==> config.mk <==
export PLATFORM = sky130hd
export DESIGN_NAME = aib_axi_wr_traffic_gen
export DESIGN_NICKNAME = d
export VERILOG_FILES = /design/src/rtl/aib_axi_wr_traffic_gen.sv
export SDC_FILE = /design/constraint.sdc
export NUM_CORES = 1
export LEC_CHECK = 0
export CAP_MARGIN = 20
export CELL_PAD_IN_SITES_DETAIL_PLACEMENT = 0
export CELL_PAD_IN_SITES_GLOBAL_PLACEMENT = 1
export CORE_MARGIN = 1
export CORE_UTILIZATION = 28
export CTS_CLUSTER_SIZE = 28
export DETAILED_ROUTE_END_ITERATION = 10
export PLACE_DENSITY = 0.84
export SYNTH_ARGS = -nofsm -noshare
export SYNTH_HDL_FRONTEND = slang
export SYNTH_SLANG_ARGS = --single-unit
==> constraint.sdc <==
create_clock -name clk_wr -period 3.1 [get_ports clk_wr]
set_clock_uncertainty 0.2 [all_clocks]
set_input_delay 0.31 -clock clk_wr [delete_from_list [all_inputs] [get_ports clk_wr]]
set_output_delay 0.31 -clock clk_wr [all_outputs]
set_load 0.005 [all_outputs]
==> src/rtl/aib_axi_wr_traffic_gen.sv <==
// aib_axi_wr_traffic_gen: issues one AXI4 INCR write burst per start pulse and checks the B response.
// Optional B-channel watchdog enabled by defining AIB_AXI_TG_TIMEOUT_EN.
module aib_axi_wr_traffic_gen #(
    parameter int IDWIDTH     = 4,
    parameter int ADDRWIDTH   = 32,
    parameter int TIMEOUT_CYC = 1024
) (
    input  logic                 clk_wr,
    input  logic                 rst_wr,
    input  logic                 start,
    input  logic [ADDRWIDTH-1:0] cfg_addr,
    input  logic [7:0]           cfg_len,
    input  logic [IDWIDTH-1:0]   cfg_id,
    input  logic [31:0]          cfg_seed,
    output logic                 busy,
    output logic                 done,
    output logic                 err,
    output logic                 timeout,
    output logic [IDWIDTH-1:0]   m_axi_awid,
    output logic [ADDRWIDTH-1:0] m_axi_awaddr,
    output logic [7:0]           m_axi_awlen,
    output logic [2:0]           m_axi_awsize,
    output logic [1:0]           m_axi_awburst,
    output logic                 m_axi_awvalid,
    input  logic                 m_axi_awready,
    output logic [IDWIDTH-1:0]   m_axi_wid,
    output logic [127:0]         m_axi_wdata,
    output logic [15:0]          m_axi_wstrb,
    output logic                 m_axi_wlast,
    output logic                 m_axi_wvalid,
    input  logic                 m_axi_wready,
    input  logic [IDWIDTH-1:0]   m_axi_bid,
    input  logic [1:0]           m_axi_bresp,
    input  logic                 m_axi_bvalid,
    output logic                 m_axi_bready
);
    typedef enum logic [2:0] {IDLE, AW, W, B, DONE} state_t;
    state_t state, state_nx;
    logic [ADDRWIDTH-1:0] addr_q;
    logic [7:0]           len_q, beat;
    logic [IDWIDTH-1:0]   id_q;
    logic [31:0]          seed_q;
    logic                 err_q, to_hit, accept;

    assign accept = state == IDLE && start;

`ifdef AIB_AXI_TG_TIMEOUT_EN
    logic [15:0] to_cnt;
    logic        to_q;
    assign to_hit  = state == B && !m_axi_bvalid && to_cnt == 16'(TIMEOUT_CYC - 1);
    assign timeout = to_q;
    always_ff @(posedge clk_wr or posedge rst_wr) begin
        if (rst_wr) begin
            to_cnt <= '0;
            to_q   <= 1'b0;
        end else begin
            to_cnt <= state == B ? to_cnt + 16'd1 : '0;
            if (accept) to_q <= 1'b0;
            else if (to_hit) to_q <= 1'b1;
        end
    end
`else
    assign to_hit  = 1'b0;
    assign timeout = 1'b0;
`endif

    always_comb begin
        state_nx = state;
        unique case (state)
            IDLE:    state_nx = start ? AW : IDLE;
            AW:      state_nx = m_axi_awready ? W : AW;
            W:       state_nx = m_axi_wready && m_axi_wlast ? B : W;
            B:       state_nx = m_axi_bvalid || to_hit ? DONE : B;
            default: state_nx = IDLE;
        endcase
    end

    always_ff @(posedge clk_wr or posedge rst_wr) begin
        if (rst_wr) begin
            state  <= IDLE;
            addr_q <= '0;
            len_q  <= '0;
            id_q   <= '0;
            seed_q <= '0;
            beat   <= '0;
            err_q  <= 1'b0;
        end else begin
            state <= state_nx;
            if (accept) begin
                addr_q <= cfg_addr;
                len_q  <= cfg_len;
                id_q   <= cfg_id;
                seed_q <= cfg_seed;
                beat   <= '0;
                err_q  <= 1'b0;
            end
            if (state == W && m_axi_wready) beat <= beat + 8'd1;
            if (state == B && m_axi_bvalid && (m_axi_bresp != 2'b00 || m_axi_bid != id_q)) err_q <= 1'b1;
            if (to_hit) err_q <= 1'b1;
        end
    end

    assign busy          = state != IDLE;
    assign done          = state == DONE;
    assign err           = err_q;
    assign m_axi_awvalid = state == AW;
    assign m_axi_awid    = id_q;
    assign m_axi_awaddr  = addr_q;
    assign m_axi_awlen   = len_q;
    assign m_axi_awsize  = state == AW ? 3'b100 : 3'b000;
    assign m_axi_awburst = state == AW ? 2'b01 : 2'b00;
    assign m_axi_wvalid  = state == W;
    assign m_axi_wid     = id_q;
    assign m_axi_wdata   = {4{seed_q + {24'd0, beat}}};
    assign m_axi_wstrb   = state == W ? 16'hFFFF : 16'h0000;
    assign m_axi_wlast   = state == W && beat == len_q;
    assign m_axi_bready  = state == B;
endmodule

==> impl_metrics.csv <==
group,metric,value,unit
run_status,outcome,"complete, no violations",
cts,cts_htree_levels,3,
floorplan,die_y,142,um
sta,hold_viol,0,
critical_path,crit_family,"buffers and inverters",
yosys,synth_edf_count,0,
global_routing,antenna_found_initial,0,
global_routing,grt_max_degree,75,
critical_path,cp-start-kind,"flop",
drt,drt_iter0_drc,171,
drt,wl,16.6,mm
power_and_ir_drop,powerDensity,909,mW/mm^2
power_and_ir_drop,peakVddDrop,425,uV
min_path,hold_path.class,"input port to async pin",
floorplan,dieArea,0.0202,mm^2
sta,period_share,97.9,%
floorplan,dieWidth,142,um
yosys,synth_cell_types,51,
finish,synthToLayoutAreaGrowth,58.8,%
drt,routed_via_density,4.33,
cts,cts_buffers,9,
drt,drt_pass1_iterations,5,
cts,clock_sinks,88,
yosys,synth-async-reset-ratio,100,%
critical_path,crit_type,"flop to primary output",
placement,portBuffers,288,
drt,vias,4858,
sta,post-route-min-period,3040,ps
yosys,synth_common_cells,"nand2_1 (243), buf_4 (126), dfrtp_1 (88)",
sta,slew_headroom,55.6,%
yosys,avgSynthCellArea,8.49,um^2
drt,ant_nets,0,
cts,worstSkewPairLatency,360,ps
yosys,syn_area,0.00550,mm^2
floorplan,design.core.area,0.0190,mm^2
sta,hold_slack,13.1,ps
drt,drc,0,
critical_path,cpPeakStageDelay,440,ps
cts,clockBufferDepth,2,
cts,path_clk_slew,80,ps
critical_path,crit_buf_inv,3,
global_routing,grt_pass1_wl,25.5,mm
floorplan,num_rows,50,
critical_path,path_cells,"buf_4 > fa_2 > a211oi_2 > buf_4 > o211ai_4 > nand4_1 > xnor2_2 > dlygate4sd2_1",
sta,worst_pin_slew,663,ps
global_routing,grt_pass1_vias,4801,
sta,rsz0062_at_grt,"true",
finish,antenna_cells,0,
global_routing,grtUsageTotal,16.3,%
power_and_ir_drop,p_leak,4.36,nW
cts,cts_tree,"done",
yosys,synth_top_area_cell,"dfrtp_1",
finish,drive_above_1_share,16.6,%
sta,fmax,329,MHz
critical_path,arrival,2530,ps
placement,gp_congestion,0.787,
floorplan,ioPinCount,293,
drt,wire_per_inst,14.8,um
yosys,synth_top_area_share,40.1,%
yosys,ys_ff_latch,88,
sta,setup_viol,0,
critical_path,end_kind,"primary output",
cts,cts_root_buffer,"clkbuf_16",
global_routing,grt-ovfl-total,0,
yosys,synthCells,647,
yosys,synth_area_leaders,"dfrtp_1 (40%), buf_4 (17%), nand2_1 (17%)",
critical_path,crit_top_cell,"buf_4",
critical_path,cp.required,2590,ps
run,max_cap_viol_count,0,
critical_path,path_max_fanout,5,
yosys,synth_most_common_cell,"nand2_1",
critical_path,crit_path_top_delay_cell,"dfrtp_2",
yosys,synthFlopType,"dfrtp_1",
placement,hpwl,11.6,mm
sta,setup_tns,0,ps
floorplan,initial_core_util,29.0,%
yosys,ys.warnings.count,0,
yosys,yosysSeqAreaShare,40.1,%
sta,slew_viol_final,0,
finish,nets,955,
## per-stage QoR
| step | power (mW) | setup WS, ps | instances | util (%) | area (um^2) |
|---|---|---|---|---|---|
| 2_1_floorplan | 4.72 | 311 | 650 | - | 5510 |
| 3_3_place_gp | 6.82 | -100 | 1081 | 42.0 | 7950 |
| 3_5_place_dp | 6.89 | -118 | 1081 | 42.0 | 7950 |
| 4_1_cts | 7.98 | -50.5 | 1115 | 45.0 | 8540 |
| 5_1_grt | 8.55 | -35.7 | 1122 | 46.0 | 8730 |
| 6_report | 7.93 | 64.6 | 1122 | 46.0 | 8730 |
## layout make-up
class                   count  area, um^2
multi-input cells         412        2610
fillers                  1837       10200
repair buffers            341        3260
inverters                   5        21.3
clock buffers               9         225
flip-flops and latches     88        2200
clock inverters             7        78.8
well taps                 260         325
## layout by cell type, fill, tap and decap left out, types with 3 or more instances in the layout
cell	netlist	routed
nand2_1	243	242
conb_1	1	4
inv_1	5	4
a21oi_1	7	3
inv_8	0	4
mux2i_1	3	3
o211ai_4	0	3
and3_1	5	5
buf_12	0	5
clkdlybuf4s50_1	0	184
dfrtp_1	88	86
o211ai_1	5	5
xnor2_2	0	19
buf_4	126	47
ha_4	0	7
clkdlybuf4s15_1	0	11
clkbuf_2	1	12
xor2_1	13	12
clkbuf_16	0	9
dlygate4sd2_1	0	60
o21ai_0	11	7
xnor2_1	30	11
a21oi_2	1	5
a21o_1	3	3
dlymetal6s2s_1	0	20
nand4_1	14	14
nor3_1	4	4
o2111ai_2	0	4
nand3_1	5	5
o21ai_1	0	3
nor2_1	14	14
## state kept, by name (all words and copies together), names as in the netlist
register / flops
seed_q: 32
beat: 8
state: 3
m_axi_awlen: 8
m_axi_awaddr: 32
err: 1
m_axi_awid: 4
## report_power, final
| part | internal (mW) | leakage [nW] | switching, mW |
|---|---|---|---|
| Sequential | 1.66 | 1.10 | 0.548 |
| Combinational | 2.74 | 3.11 | 1.85 |
| Clock | 0.580 | 0.151 | 0.556 |
| Total | 4.97 | 4.36 | 2.96 |
## cell families after synthesis
logic type                 synth area share [%]
buffers and inverters                      19.4
muxes                                     0.546
DFF                                        40.1
AOI/OAI and AO/OA                          6.01
adders and majority gates                  2.41
xor gates and xnor gates                   6.85
other                                    0.0682
and+or+nand+nor                            24.7
## worst paths after layout
path                                                   from                      endpoint  slack (ps)  depth (start not counted)
worst max register to register           state[1]$_DFF_PP0_  m_axi_awaddr[23]$_DFFE_PP0P_        1110                          5
max in group asynchronous                            rst_wr         seed_q[1]$_DFFE_PP0P_        1990                          3
worst min register to register  m_axi_awaddr[3]$_DFFE_PP0P_   m_axi_awaddr[3]$_DFFE_PP0P_         280                          2
min in group clk_wr                            cfg_addr[20]  m_axi_awaddr[20]$_DFFE_PP0P_         270                          3
worst max-delay path                    beat[1]$_DFFE_PP0P_               m_axi_wdata[94]          60                          8
worst min-delay path                                 rst_wr  m_axi_awaddr[20]$_DFFE_PP0P_          10                          2
## layer usage
metal	routed length (um)	track usage, %	vias up
li1	-	-	2387
met1	6940	20.0	2258
met2	8090	27.3	185
met3	1100	4.00	28
met4	429	6.62	0
met5	0	0	-
## timing repair
item                                   CTS  global route
gates resized for setup                122            77
setup buffers                           18             5
pin swaps                               19            17
gates cloned                             0             2
setup endpoints to repair              112            55
hold buffers                             0             0
endpoints found under the hold margin    0             0
Note: power is estimated with default switching activity, not from simulation.
